`config.mk`:
```
export PLATFORM = sky130hd
export DESIGN_NAME = dac_mix_scheduler
export DESIGN_NICKNAME = d
export VERILOG_FILES = /design/src/rtl/dac_mix_scheduler.sv
export SDC_FILE = /design/constraint.sdc
export NUM_CORES = 1
export LEC_CHECK = 0
export CAP_MARGIN = 20
export CORE_MARGIN = 2
export CORE_UTILIZATION = 45
export DETAILED_ROUTE_END_ITERATION = 7
export PLACE_DENSITY = 0.67
export SLEW_MARGIN = 0
export SYNTH_ARGS = -nofsm -noshare
export SYNTH_HDL_FRONTEND = slang
export SYNTH_SLANG_ARGS = --single-unit
```
`constraint.sdc`:
```
create_clock -name CLK -period 4.15 [get_ports CLK]
set_input_delay 0.415 -clock CLK [delete_from_list [all_inputs] [get_ports CLK]]
set_output_delay 0.415 -clock CLK [all_outputs]
set_load 0.02 [all_outputs]
```
`src/rtl/dac_mix_scheduler.sv`:
```
// dac_mix_scheduler: time-multiplexed mixer of NUM_SRC signed sources into one
// offset-binary DAC sample every DAC_FREQ_DIV clocks. Phase i (< NUM_SRC)
// samples source i into a shared accumulator; phase NUM_SRC saturates the sum
// and registers the DAC code; remaining phases idle.
module dac_mix_scheduler #(
    parameter int unsigned DAC_BIT_WIDTH = 10,
    parameter int unsigned DAC_FREQ_DIV  = 5,
    parameter int unsigned NUM_SRC       = 4,
    parameter int unsigned SRC_WIDTH     = 16
) (
    input  logic                           CLK,
    input  logic                           RESET_n,
    input  logic [NUM_SRC*SRC_WIDTH-1:0]   SRC_DATA,
    input  logic [NUM_SRC*4-1:0]           SRC_GAIN,
    input  logic [NUM_SRC-1:0]             SRC_EN,
    input  logic                           MUTE,
    input  logic                           CLIP_CLR,
    output logic [NUM_SRC-1:0]             SRC_ACK,
    output logic [DAC_BIT_WIDTH-1:0]       DAC_DATA,
    output logic                           DAC_STB,
    output logic                           CLIP
);

    localparam int unsigned PHASE_W = (DAC_FREQ_DIV > 1) ? $clog2(DAC_FREQ_DIV) : 1;
    localparam int unsigned ACC_W   = SRC_WIDTH + 4;
    localparam int unsigned PROD_W  = SRC_WIDTH + 5;
    localparam int unsigned TERM_W  = PROD_W - 3;
    localparam int unsigned SHIFT   = SRC_WIDTH - DAC_BIT_WIDTH;

    localparam logic [PHASE_W-1:0] LAST_PHASE = PHASE_W'(DAC_FREQ_DIV - 1);
    localparam logic [PHASE_W-1:0] MIX_PHASE  = PHASE_W'(NUM_SRC);

    localparam logic signed [ACC_W-1:0] S_MAX = ACC_W'((2 ** (DAC_BIT_WIDTH - 1)) - 1);
    localparam logic signed [ACC_W-1:0] S_MIN = ~S_MAX;

    localparam logic [DAC_BIT_WIDTH-1:0] MIDSCALE = {1'b1, {(DAC_BIT_WIDTH - 1){1'b0}}};

    // Elaboration guards: the schedule needs one phase per source plus the mix phase
    if (DAC_FREQ_DIV < NUM_SRC + 1) begin : g_bad_div
        $error("dac_mix_scheduler: DAC_FREQ_DIV must be at least NUM_SRC+1");
    end
    if (SRC_WIDTH < DAC_BIT_WIDTH) begin : g_bad_width
        $error("dac_mix_scheduler: SRC_WIDTH must not be smaller than DAC_BIT_WIDTH");
    end

    // State
    logic                            run_q, run_d;
    logic [PHASE_W-1:0]              phase_q, phase_d;
    logic signed [ACC_W-1:0]         acc_q, acc_d;
    logic [NUM_SRC-1:0]              ack_q, ack_d;
    logic [DAC_BIT_WIDTH-1:0]        dac_q, dac_d;
    logic                            stb_q, stb_d;
    logic                            clip_q, clip_d;

    // Datapath intermediates
    logic signed [PROD_W-1:0]        prod_c [NUM_SRC];
    logic signed [TERM_W-1:0]        term_c [NUM_SRC];
    logic signed [TERM_W-1:0]        sel_term_c;
    logic signed [ACC_W-1:0]         shifted_c;
    logic signed [ACC_W-1:0]         sat_c;
    logic                            sat_hit_c;
    logic [DAC_BIT_WIDTH-1:0]        s_c;

    // Per-source gained term: (data * zero-extended gain) >>> 3, zero when disabled
    always_comb begin
        for (int i = 0; i < NUM_SRC; i++) begin
            prod_c[i] = PROD_W'($signed(SRC_DATA[i*SRC_WIDTH +: SRC_WIDTH]))
                      * PROD_W'($signed({1'b0, SRC_GAIN[i*4 +: 4]}));
            term_c[i] = SRC_EN[i] ? TERM_W'(prod_c[i] >>> 3) : '0;
        end
    end

    // Pick the term belonging to the current phase; only that source is sampled
    always_comb begin
        sel_term_c = '0;
        for (int i = 0; i < NUM_SRC; i++) begin
            if (phase_q == PHASE_W'(i)) begin
                sel_term_c = term_c[i];
            end
        end
    end

    // Scale the accumulated sum to DAC width and saturate to the signed range
    always_comb begin
        shifted_c = acc_q >>> SHIFT;
        sat_c     = shifted_c;
        sat_hit_c = 1'b0;
        if (shifted_c > S_MAX) begin
            sat_c     = S_MAX;
            sat_hit_c = 1'b1;
        end else if (shifted_c < S_MIN) begin
            sat_c     = S_MIN;
            sat_hit_c = 1'b1;
        end
        s_c = DAC_BIT_WIDTH'(sat_c);
    end

    // Next-state: phase sequencing, accumulation, DAC update and clip flag
    always_comb begin
        run_d   = 1'b1;
        phase_d = '0;
        acc_d   = acc_q;
        dac_d   = dac_q;
        stb_d   = 1'b0;
        clip_d  = clip_q;
        ack_d   = '0;

        if (run_q) begin
            phase_d = (phase_q == LAST_PHASE) ? '0 : phase_q + PHASE_W'(1);
        end

        if (CLIP_CLR) begin
            clip_d = 1'b0;
        end

        if (run_q) begin
            if (phase_q == '0) begin
                acc_d = ACC_W'(sel_term_c);
            end else if (phase_q < MIX_PHASE) begin
                acc_d = acc_q + ACC_W'(sel_term_c);
            end else if (phase_q == MIX_PHASE) begin
                stb_d = 1'b1;
                if (MUTE) begin
                    dac_d = MIDSCALE;
                end else begin
                    dac_d = {~s_c[DAC_BIT_WIDTH-1], s_c[DAC_BIT_WIDTH-2:0]};
                    if (sat_hit_c) begin
                        clip_d = 1'b1;
                    end
                end
            end
        end

        // Acknowledge marks the source whose phase the coming cycle belongs to
        for (int i = 0; i < NUM_SRC; i++) begin
            ack_d[i] = (phase_d == PHASE_W'(i));
        end
    end

    // State register with asynchronous active-low reset
    always_ff @(posedge CLK or negedge RESET_n) begin
        if (!RESET_n) begin
            run_q   <= 1'b0;
            phase_q <= '0;
            acc_q   <= '0;
            ack_q   <= '0;
            dac_q   <= MIDSCALE;
            stb_q   <= 1'b0;
            clip_q  <= 1'b0;
        end else begin
            run_q   <= run_d;
            phase_q <= phase_d;
            acc_q   <= acc_d;
            ack_q   <= ack_d;
            dac_q   <= dac_d;
            stb_q   <= stb_d;
            clip_q  <= clip_d;
        end
    end

    assign SRC_ACK  = ack_q;
    assign DAC_DATA = dac_q;
    assign DAC_STB  = stb_q;
    assign CLIP     = clip_q;

endmodule

```
# Yosys cells after proc, flatten, opt, wreduce, memory -nomap -nowiden
# Index checks and enable logic that the tools add are counted.
[word_totals] word_cells=59 inputBits=88 regBits=40 output_inout_bits=16
[op_classes] order_cmp=3 n_reduce_logical=5 add_sub_neg=2 n_eq_ne=7 bitwise_logic=3 multipliers=4 muxes=28
[ops] cell="2-to-1 mux 18 bit" count=8
[ops] cell="multiplier 16 x 5 -> 21 bit" count=4
[ops] cell="2-to-1 mux 20 bit" count=2
[ops] cell="2-to-1 mux 10 bit" count=3
[ops] cell="adder 20 x 18 -> 20 bit" count=1
[ops] cell="greater-than comparator 14 x 10 -> 1 bit, second input constant" count=1
[ops] cell="< comparator 14 x 10 -> 1 bit, second input constant" count=1
[ops] cell="2-to-1 mux 1 bit" count=13
[ops] cell="equality test 3 x 2 -> 1 bit, second input constant" count=4
[ops] cell="equality test 3 x 1 -> 1 bit, second input constant" count=2
[ops] cell="zero test 3 bit" count=2
[ops] cell="2-to-1 mux 3 bit" count=2
[ops] cell="AND reduction 4 bit" count=1
[ops] cell="adder 3 x 1 -> 3 bit, second input constant" count=1
[ops] cell="equality test 3 bit, second input constant" count=1
[ops] cell="< comparator 3 bit, second input constant" count=1
[ops] cell="inverter 1 bit" count=3
[ops] cell="AND reduction 2 bit" count=1
[ops] cell="nonzero test 2 bit" count=1

# Depth between registers and ports, before layout
# Gate-level depths: netlist (run 1).
[logic_depth] depth_word=9 mapped_depth=27 depth_no_buf=26

# Worst setup path before layout (run 1)
# Ideal clock, no wire load.
[synth_path] kind="in2reg" from="input port SRC_GAIN[2]" to="register acc_q[19]" n_path_buf=1 required_time_ns=4.012 setup_slack_ns=-1.826 path_stages=25 setup_ns=0.138 arrival_time_ns=5.837 path_cell_list="clkbuf_1 > and2_1 > ha_1 > inv_1 > fa_1 > fa_1 > inv_1 > ha_1 > nand4_1 > o21ai_0 > a211oi_1 > nor2_1 > xnor2_1 > o22ai_1 > a221oi_1 > a21oi_1 > ha_1 > a211o_1 > o31ai_1 > nand3_1 > nand3b_1 > a31oi_1 > a31o_2 > and3_1 > or4_4"
[synth_via] elab_chain_len=9
[synth_rtl] element="start, declared" line_no="14" text="input logic [NUM_SRC*4-1:0] SRC_GAIN,"
[synth_rtl] element="multiplier 16 x 5 -> 21 bit (*)" line_no="68" text="* PROD_W'($signed({1'b0, SRC_GAIN[i*4 +: 4]}));"
[synth_rtl] element="2-to-1 mux 18 bit (*)" line_no="69" text="term_c[i] = SRC_EN[i] ? TERM_W'(prod_c[i] >>> 3) : '0;"
[synth_rtl] element="2-to-1 mux 18 bit (*) (4 in a row)" line_no="77" text="if (phase_q == PHASE_W'(i)) begin"
[synth_rtl] element="adder 20 x 18 -> 20 bit" line_no="120" text="acc_d = acc_q + ACC_W'(sel_term_c);"
[synth_rtl] element="2-to-1 mux 20 bit" line_no="119" text="end else if (phase_q < MIX_PHASE) begin"
[synth_rtl] element="2-to-1 mux 20 bit (*)" line_no="117" text="if (phase_q == '0) begin"
[synth_rtl] element="end signal, assigned" line_no="145" text="acc_q <= '0;"
[synth_rtl] element="end signal, assigned" line_no="153" text="acc_q <= acc_d;"
[synth_rtl] element="end, declared" line_no="49" text="logic signed [ACC_W-1:0] acc_q, acc_d;"
# Mark *: on every way between the ends. The rest lies on a longest branch, timed or not. The select of a mux whose other input is x is not followed.
# A chain may end at the register's enable or synchronous reset.

# Worst setup path after layout (run 1)
[layout_path] from="input port SRC_GAIN[7]" to="register acc_q[19]"
[layout_via] elab_chain_len=8
[layout_rtl] element="multiplier 16 x 5 -> 21 bit (*)" line_no="68"
[layout_rtl] element="2-to-1 mux 18 bit (*)" line_no="69"
[layout_rtl] element="2-to-1 mux 18 bit (*) (3 in a row)" line_no="77"
[layout_rtl] element="adder 20 x 18 -> 20 bit" line_no="120"
[layout_rtl] element="2-to-1 mux 20 bit" line_no="119"
[layout_rtl] element="2-to-1 mux 20 bit (*)" line_no="117"
# Marked as above.

==> results of run 1 <==
==> power by group <==
part           switching (W)  internal (W)
Clock               0.000168      0.000283
Sequential          0.000180      0.000545
Combinational        0.00334       0.00325
==> sequential cells by signal, indices dropped and copies added, names as in the netlist <==
| name | cells |
|---|---|
| DAC_STB | 1 |
| acc_q | 20 |
| run_q | 1 |
| CLIP | 1 |
| DAC_DATA | 10 |
| SRC_ACK | 4 |
| phase_q | 3 |
==> worst max-delay path: cells and delay by family <==
kind                       cells  cell delay, ps
AOI/OAI and AO/OA             10            1850
adders and majority gates      5            1680
and+or+nand+nor                6            1200
buffers and inverters          7             780
xor gates and xnor gates       1             160
==> worst max-delay path by stage <==
stage / start / endpoint / slack (ps) / cells past startpoint
floorplan: SRC_GAIN[2] / acc_q[19] / -1480 / 24
global placement: SRC_GAIN[11] / acc_q[19] / -2410 / 27
detailed placement: SRC_GAIN[2] / acc_q[19] / -2530 / 25
CTS: SRC_GAIN[6] / acc_q[19] / -1540 / 26
global route: SRC_GAIN[7] / acc_q[19] / -1970 / 29
finish: SRC_GAIN[7] / acc_q[19] / -1820 / 29
==> routing by layer <==
| layer | wire length (µm) | share of wire [%] | vias to the layer above | track usage (%) |
|---|---|---|---|---|
| met4 | 1040 | 2.7 | 0 | 6.19 |
| met5 | 0 | 0 | - | 0 |
| met3 | 2050 | 5.2 | 91 | 1.47 |
| met2 | 19200 | 49 | 467 | 42.6 |
| li1 | - | - | 6233 | - |
| met1 | 16900 | 43 | 6277 | 33.6 |
==> cell type report <==
cell class / count / area, µm² / share of cell area, %
Multi-Input combinational cell: 1233 / 12200 / 63.7
Timing Repair Buffer: 514 / 4200 / 21.9
Sequential cell: 40 / 1000 / 5.22
Clock inverter: 3 / 42.5 / 0.221
Inverter: 301 / 1130 / 5.88
Tap cell: 378 / 473 / 2.46
Clock buffer: 5 / 125 / 0.651
==> cells in the mapped netlist (17+ instances only) <==
master	n	share of area (%)
nor3_1	20	0.79
o21ai_0	66	2.6
inv_1	300	8.9
a21oi_1	84	3.3
xnor2_1	48	3.3
xor2_1	29	2.0
dfrtp_1	39	7.7
nor2_1	76	2.3
fa_1	133	21
clkbuf_1	32	0.95
a21o_1	24	1.4
o21a_1	17	1.0
nand3_1	23	0.91
and2_1	182	9.0
nand2_1	152	4.5
ha_1	177	18
==> cell families after synthesis <==
logic type / count (synthesis)
AOI/OAI and AO/OA: 315
xor gates and xnor gates: 77
adders and majority gates: 310
buffers and inverters: 333
DFF: 40
muxes: 8
other: 1
and+or+nand+nor: 522
==> cells in the final DEF (no fill, tap or decap), types with 17 or more instances in the layout <==
cell type | netlist | final
xor2_1 | 29 | 26
buf_4 | 0 | 383
ha_4 | 0 | 46
a21oi_2 | 2 | 37
buf_6 | 0 | 33
clkdlybuf4s50_1 | 0 | 54
o21ai_2 | 2 | 17
a21oi_1 | 84 | 42
nand2_1 | 152 | 147
inv_1 | 300 | 277
nor2_1 | 76 | 67
o21ai_0 | 66 | 26
and2_4 | 0 | 27
ha_1 | 177 | 124
xnor2_1 | 48 | 35
inv_2 | 0 | 23
fa_1 | 133 | 131
a21o_1 | 24 | 24
and2_1 | 182 | 155
dfrtp_1 | 39 | 39
o21ai_1 | 4 | 27
==> metrics by stage <==
stage               setup TNS, ps  hold slack, ps  setup WS [ps]
finish                     -19760             264          -1820
global route               -22580             341          -1970
CTS                        -15430             293          -1540
detailed placement         -32680             456          -2530
global placement           -30510             451          -2410
floorplan                  -11660             119          -1480
==> timing repair <==
item | 4_1_cts | 5_1_grt
setup endpoints to repair | 19 | 19
pin swaps | 207 | 116
gates resized for setup | 381 | 118
hold buffers | 0 | 0
buffers inserted | 41 | 29
==> impl_metrics.env, run 1 <==
export IMPL_status="finished with violations"
export IMPL_violations="negative setup slack"
export IMPL_clk_latency_ps=290
export IMPL_critPathMaxStageDelay_ps=510
export IMPL_dp_hpwl_um=28800
export IMPL_yosys_area_share_simple_pct=21.2
export IMPL_io_pins=104
export IMPL_n_fill_cell=2040
export IMPL_leakagePower_nw=9.60
export IMPL_h_tree_depth=2
export IMPL_setup_viol=19
export IMPL_grt_max_degree=41
export IMPL_crit_fanout=7
export IMPL_cpMostUsedCell="buf_4"
export IMPL_placementRows=61
export IMPL_r2r_end="acc_q[19]"
export IMPL_drc_errors=0
export IMPL_post_drt_via_cell_ratio=5.28
export IMPL_power_density_mw_per_mm2=404
export IMPL_finalWirelength_um=39200
export IMPL_worstPathRequired_ps=4300
export IMPL_period_share_pct=144
export IMPL_synth_compound_area_share_pct=16.3
export IMPL_synthXorXnorAreaFrac_pct=5.34
export IMPL_rsz0062_at_grt="yes"
export IMPL_fmax_mhz=168
export IMPL_finalPower_w=0.00776
export IMPL_final_util_pct=69.4
export IMPL_dr_total_vias=13100
export IMPL_critical_path_class="input port to flip-flop"
export IMPL_synth_top_family_by_area="adder cells"
export IMPL_syn_inst=1606
export IMPL_dieHeight_um=172
export IMPL_core_area_mm2=0.0277
export IMPL_die_w_um=172
export IMPL_io_buffers=103
export IMPL_die_area_mm2=0.0294
export IMPL_fin_ws_ps=-1820
export IMPL_place_gp_congestion=0.902
export IMPL_clock_path_buffers=2
export IMPL_clock_skew_ps=13.1
export IMPL_synth_seq_cells=40
export IMPL_r2r_setup_slack_ps=-260
export IMPL_synth_top_flop_cell="dfrtp_1"
export IMPL_fin_nets=2493
export IMPL_final_max_slew_viol_count=0
export IMPL_avgSynthCellArea_um2=7.86
export IMPL_detail_route_antenna_nets=0
export IMPL_start_util_pct=45.6
export IMPL_synth_warning_count=0
export IMPL_n_antenna_cell=0
export IMPL_report_final_hold_viol_count=0
export IMPL_first_iter_violations=933
export IMPL_holdCritPathClass="input port to async pin"
export IMPL_tightest_slew_ps=917
export IMPL_cts_sinks=40
export IMPL_setup_worst_path_end_class="flip-flop"
export IMPL_netlist_area_mm2=0.0126
export IMPL_ys_types=70
export IMPL_fin_area_mm2=0.0192
export IMPL_cp_start_kind="input port"
export IMPL_rr_worst_depth=18
export IMPL_avgRoutedWirePerCell_um=15.8
export IMPL_synth_mux_area_share_pct=0.684
export IMPL_numCtsBuffers=5
export IMPL_worstPathArrival_ps=6120
export IMPL_synth_nets=2004
export IMPL_relSlewSlack_pct=38.9
export IMPL_gr_total_overflow=0
export IMPL_cts_root_buf="clkbuf_16"
export IMPL_clkSlewWorstSetupHoldPaths_ps=70
export IMPL_ys_async_sr_fraction_pct=100
export IMPL_place_area_mm2=0.0169
export IMPL_post_place_cells=2409
export IMPL_cap_viol_max_count=0
export IMPL_cts_tree="built"
export IMPL_final_layout_size_suffix_gt1_share_pct=35.4
export IMPL_firstDrtPassIters=7
export IMPL_finalCriticalPeriod_ps=5970
export IMPL_yosys_area_share_adder_pct=38.6
export IMPL_grt_pass1_vias=13100
export IMPL_cp_slowest_cell="fa_1"
export IMPL_fin_cells=2474
export IMPL_area_growth_synth_to_final_pct=52.2
export IMPL_grt_pass1_wl_um=60400
export IMPL_antenna_found_initial=0
export IMPL_synth_seq_area_share_pct=7.94
export IMPL_r2r_start="phase_q[1]"
export IMPL_grt_util_all_layers_pct=24.6
export IMPL_peakVddDrop_uv=252
export IMPL_synth_enable_flop_cells=0
(Power assumes the default switching activity.)
==> run 2, diff against run 1 <==
- PLACE_DENSITY: 0.67 -> 0.64
- clock period: 4.15 -> 7 ns (I/O delays scaled with it)
==> run 2 against run 1 <==
Against the previous run: the run now ends clean; clock power down 37%; sequential share of layout area up 1.5 points; combinational power down 63%; power down 60%; utilization down 16 points; cell area down 22%; first-iteration DRC count down 38%; register-to-register slack better by 2200 ps; critical endpoint unchanged; largest power group unchanged.
==> impl_metrics.env, run 2 (synthesized netlist as in run 1, its figures left out) <==
export IMPL_status="complete, no violations"
export IMPL_cpMostUsedCell="ha_1"
export IMPL_io_pins=104
export IMPL_core_area_mm2=0.0277
export IMPL_peakVddDrop_uv=128
export IMPL_detail_route_antenna_nets=0
export IMPL_report_final_hold_viol_count=0
export IMPL_h_tree_depth=2
export IMPL_fin_nets=2169
export IMPL_cap_viol_max_count=0
export IMPL_numCtsBuffers=5
export IMPL_tightest_slew_ps=971
export IMPL_leakagePower_nw=7.71
export IMPL_worstPathRequired_ps=7160
export IMPL_layout_commonest_cell="inv_1"
export IMPL_placementRows=61
export IMPL_finalCriticalPeriod_ps=6620
export IMPL_critical_path_class="input port to flip-flop"
export IMPL_dr_total_vias=11000
export IMPL_drc_errors=0
export IMPL_largest_register="acc_q"
export IMPL_dieHeight_um=172
export IMPL_io_buffers=103
export IMPL_min_path_cells=2
export IMPL_fin_ws_ps=383
export IMPL_first_iter_violations=576
export IMPL_final_layout_size_suffix_gt1_share_pct=7.11
export IMPL_grt_util_all_layers_pct=21.3
export IMPL_antenna_found_initial=0
export IMPL_power_density_mw_per_mm2=211
export IMPL_rsz0062_at_grt="no"
export IMPL_area_growth_synth_to_final_pct=18.0
export IMPL_largest_reg_flops=20
export IMPL_grt_pass1_vias=10800
export IMPL_critPathMaxStageDelay_ps=510
export IMPL_finalWirelength_um=30200
export IMPL_dp_slack_ps=-123
export IMPL_grt_max_degree=41
export IMPL_avgRoutedWirePerCell_um=14.1
export IMPL_fmax_mhz=151
export IMPL_clock_skew_ps=9.92
export IMPL_post_drt_via_cell_ratio=5.11
export IMPL_gr_total_overflow=0
export IMPL_holdCritPathClass="flip-flop to flip-flop"
export IMPL_cp_slowest_cell="or4_4"
export IMPL_clock_path_buffers=2
export IMPL_cts_sinks=40
export IMPL_worstPathArrival_ps=6780
export IMPL_n_antenna_cell=0
export IMPL_firstDrtPassIters=5
export IMPL_die_w_um=172
export IMPL_cts_tree="built"
export IMPL_die_area_mm2=0.0294
export IMPL_cts_root_buf="clkbuf_16"
export IMPL_clk_latency_ps=300
export IMPL_final_max_slew_viol_count=0
export IMPL_grt_pass1_wl_um=52000
export IMPL_n_fill_cell=2649
export IMPL_cp_start_kind="input port"
export IMPL_crit_fanout=4
export IMPL_rr_worst_depth=22
export IMPL_start_util_pct=45.6
export IMPL_period_share_pct=94.5
export IMPL_final_cell_mix="inv_1, and2_1, ha_1"
export IMPL_relSlewSlack_pct=35.3
export IMPL_final_util_pct=53.8
export IMPL_setup_viol=0
export IMPL_dp_hpwl_um=26200
export IMPL_setup_worst_path_end_class="flip-flop"
export IMPL_place_gp_congestion=0.929
export IMPL_clkSlewWorstSetupHoldPaths_ps=60
-- run 2: power breakdown --
part           switching (W)  internal [W]
registers          0.0000779      0.000323
clock network       0.000105      0.000179
logic                0.00134       0.00112
-- run 2: metrics by stage --
| stage | cell area (µm²) | TNS (ps) | total power, W | hold slack [ps] | std cells |
|---|---|---|---|---|---|
| after floorplan | 12600 | 0 | 0.00205 | 404 | 1606 |
| after global placement | 14700 | -1.41 | 0.00278 | 452 | 2141 |
| after detailed placement | 14700 | -123 | 0.00281 | 460 | 2141 |
| after CTS | 14800 | 0 | 0.00311 | 474 | 2149 |
| after global routing | 14900 | 0 | 0.00347 | 488 | 2150 |
| final | 14900 | 0 | 0.00314 | 468 | 2150 |
-- run 2: per-layer routing --
| metal | part of all wire (%) | track usage [%] |
|---|---|---|
| met1 | 51 | 31.7 |
| met2 | 43 | 33.5 |
| met3 | 3.3 | 1.63 |
| met4 | 2.3 | 5.01 |
| met5 | 0 | 0 |
-- run 2: worst max-delay path: cells and delay by family --
family | cells | cell delay [ps]
simple gates | 7 | 1510
compound gates | 7 | 1700
fa+ha+maj | 5 | 1800
buf+inv | 5 | 910
xor+xnor | 1 | 140
-- run 2: cell type report --
class	count	area (µm²)	area share [%]
multi-input cells	1233	10400	70.0
repair buffers	190	1690	11.3
inverters	301	1130	7.58
flip-flops and latches	40	1000	6.72
well taps	378	473	3.17
clock buffers	6	139	0.932
clock inverters	2	38.8	0.260
-- run 2: path summary, 6_finish.rpt --
check                      slack, ps         start          end
max                              380  SRC_DATA[19]    acc_q[19]
min in group asynchronous        570       RESET_n   SRC_ACK[2]
max reg2reg                     1910    phase_q[0]    acc_q[18]
min                              470   DAC_DATA[5]  DAC_DATA[5]
min reg2reg                      470   DAC_DATA[5]  DAC_DATA[5]
max in group asynchronous       5830       RESET_n        run_q
-- run 2: timing repair --
item,4_1_cts,5_1_grt
gates resized for setup,0,22
hold buffers,0,0
buffers inserted,0,1
setup endpoints to repair,0,3
==> run 3, diff against run 2 <==
- TNS_END_PERCENT: not set -> 30
==> run 3 against run 2 <==
Against the previous run: clock skew stayed put; setup slack worse by 49 ps; first-iteration DRC count stayed put; flip-flop and latch count stayed put; maximum frequency fell by 0.74%; cell area about the same; critical endpoint unchanged; largest cell class unchanged; highest routed layer unchanged.
==> impl_metrics.env, run 3 (synthesized netlist as in run 1, its figures left out) <==
export IMPL_setup_worst_path_end_class="flip-flop"
export IMPL_clk_latency_ps=300
export IMPL_grt_pass1_vias=10800
export IMPL_worstPathRequired_ps=7160
export IMPL_power_density_mw_per_mm2=211
export IMPL_largest_register="acc_q"
export IMPL_crit_fanout=4
export IMPL_tightest_slew_ps=971
export IMPL_use_met1_pct=31.7
export IMPL_fmax_mhz=150
export IMPL_final_layout_size_suffix_gt1_share_pct=7.11
export IMPL_cts_tree="built"
export IMPL_antenna_found_initial=0
export IMPL_clock_skew_ps=9.92
export IMPL_tns_ps=0
export IMPL_setup_viol=0
export IMPL_area_growth_synth_to_final_pct=18.0
export IMPL_final_max_slew_viol_count=0
export IMPL_post_drt_via_cell_ratio=5.11
export IMPL_place_gp_congestion=0.929
export IMPL_grt_pass1_wl_um=52000
export IMPL_grt_util_all_layers_pct=21.3
export IMPL_clkSlewWorstSetupHoldPaths_ps=60
export IMPL_dp_slack_ps=-123
export IMPL_avgRoutedWirePerCell_um=14.1
export IMPL_peakVddDrop_uv=128
export IMPL_grt_most_used_layer="met2"
export IMPL_io_buffers=103
export IMPL_dp_hpwl_um=26200
export IMPL_fin_area_mm2=0.0149
export IMPL_fin_ws_ps=334
export IMPL_cap_viol_max_count=0
export IMPL_io_pins=104
export IMPL_report_final_hold_viol_count=0
export IMPL_die_w_um=172
export IMPL_power_frac_comb_pct=78.2
export IMPL_place_area_mm2=0.0147
export IMPL_holdCritPathClass="flip-flop to flip-flop"
export IMPL_whs_ps=468
export IMPL_use_met2_pct=33.5
export IMPL_dieHeight_um=172
export IMPL_period_share_pct=95.2
export IMPL_gr_usage_met3_pct=1.63
export IMPL_layout_commonest_cell="inv_1"
export IMPL_internal_power_w=0.00162
export IMPL_largest_reg_flops=20
export IMPL_power_switching_w=0.00152
export IMPL_placementRows=61
export IMPL_firstDrtPassIters=7
export IMPL_rsz0062_at_grt="yes"
export IMPL_finalPower_w=0.00314
export IMPL_detail_route_antenna_nets=0
export IMPL_n_antenna_cell=0
export IMPL_gr_total_overflow=0
export IMPL_cp_start_kind="input port"
export IMPL_clock_path_buffers=2
export IMPL_relSlewSlack_pct=35.3
export IMPL_leakagePower_nw=7.71
export IMPL_die_area_mm2=0.0294
export IMPL_dr_total_vias=11000
export IMPL_first_iter_violations=576
export IMPL_drc_errors=0
export IMPL_p_clk_share_pct=9.0
export IMPL_grt_max_degree=41
export IMPL_critical_path_class="input port to flip-flop"
export IMPL_cts_root_buf="clkbuf_16"
export IMPL_core_area_mm2=0.0277
export IMPL_holdBufCountCts=0
export IMPL_numCtsBuffers=5
export IMPL_finalWirelength_um=30200
export IMPL_final_cell_mix="inv_1, and2_1, ha_1"
export IMPL_p_sw_share_pct=48.5
export IMPL_cts_sinks=40
export IMPL_start_util_pct=45.6
export IMPL_h_tree_depth=2
export IMPL_fin_nets=2169
export IMPL_status="complete, no violations"
export IMPL_finalCriticalPeriod_ps=6670
export IMPL_seqPwrFrac_pct=12.8
export IMPL_worstPathArrival_ps=6830
run 3: cell counts in the layout (fill, tap and decap cells not counted):
No cell type changed its count.
run 3: critical path: stages:
cell	delay, ps
clkdlybuf4s50_1	480
and2_1	190
ha_1	300
fa_1	500
inv_1	50
fa_1	470
inv_1	40
ha_1	180
or3_1	370
a211oi_1	260
buf_4	160
nor3_1	60
a2111oi_0	410
buf_4	180
nor2_1	40
xor2_1	140
a21oi_1	220
o21ai_0	170
ha_1	350
and3_1	160
a21oi_1	240
a31oi_2	150
a31o_2	290
and3_1	180
or4_4	510
run 3: power by group through the flow:
stage / registers [W] / clock network, W / logic (W)
after CTS: 0.000402 / 0.000285 / 0.00243
after global placement: 0.000402 / 0 / 0.00238
after detailed placement: 0.000406 / 0 / 0.00241
after floorplan: 0.000418 / 0 / 0.00164
final: 0.000401 / 0.000284 / 0.00246
after global routing: 0.000414 / 0.000297 / 0.00276
run 3: worst paths after layout:
kind                               from     endpoint  slack [ps]  cells after the start
setup / recovery           SRC_DATA[19]    acc_q[19]         330                     25
hold / removal              DAC_DATA[5]  DAC_DATA[5]         470                      2
min in group asynchronous       RESET_n   SRC_ACK[2]         570                      1
max in group asynchronous       RESET_n        run_q        5830                      1
hold reg to reg             DAC_DATA[5]  DAC_DATA[5]         470                      2
setup reg to reg             phase_q[0]    acc_q[18]        1920                     22
run 3: per-layer routing:
metal  wire (µm)  vias to the layer above
li1            -                     5597
met1       15500                     5168
met2       13100                      178
met3         975                       37
met4         684                        0
met5           0                        -
run 3: stage by stage:
step | utilization (%) | instances
2_1_floorplan | - | 1606
3_3_place_gp | 52.9 | 2141
3_5_place_dp | 52.9 | 2141
4_1_cts | 53.5 | 2149
5_1_grt | 53.8 | 2150
6_report | 53.8 | 2150
run 3: area by class of cell:
class | instances | area, µm²
clock buffer | 6 | 139
timing repair buffer | 190 | 1690
inverter | 301 | 1130
clock inverter | 2 | 38.8
fill | 2647 | 12800
multi-input combinational | 1233 | 10400
tap | 378 | 473
sequential | 40 | 1000
run 3: repair_timing:
action,in CTS,in global routing
endpoints found under the setup margin,0,3
buffers inserted,0,1
gates resized for setup,0,21
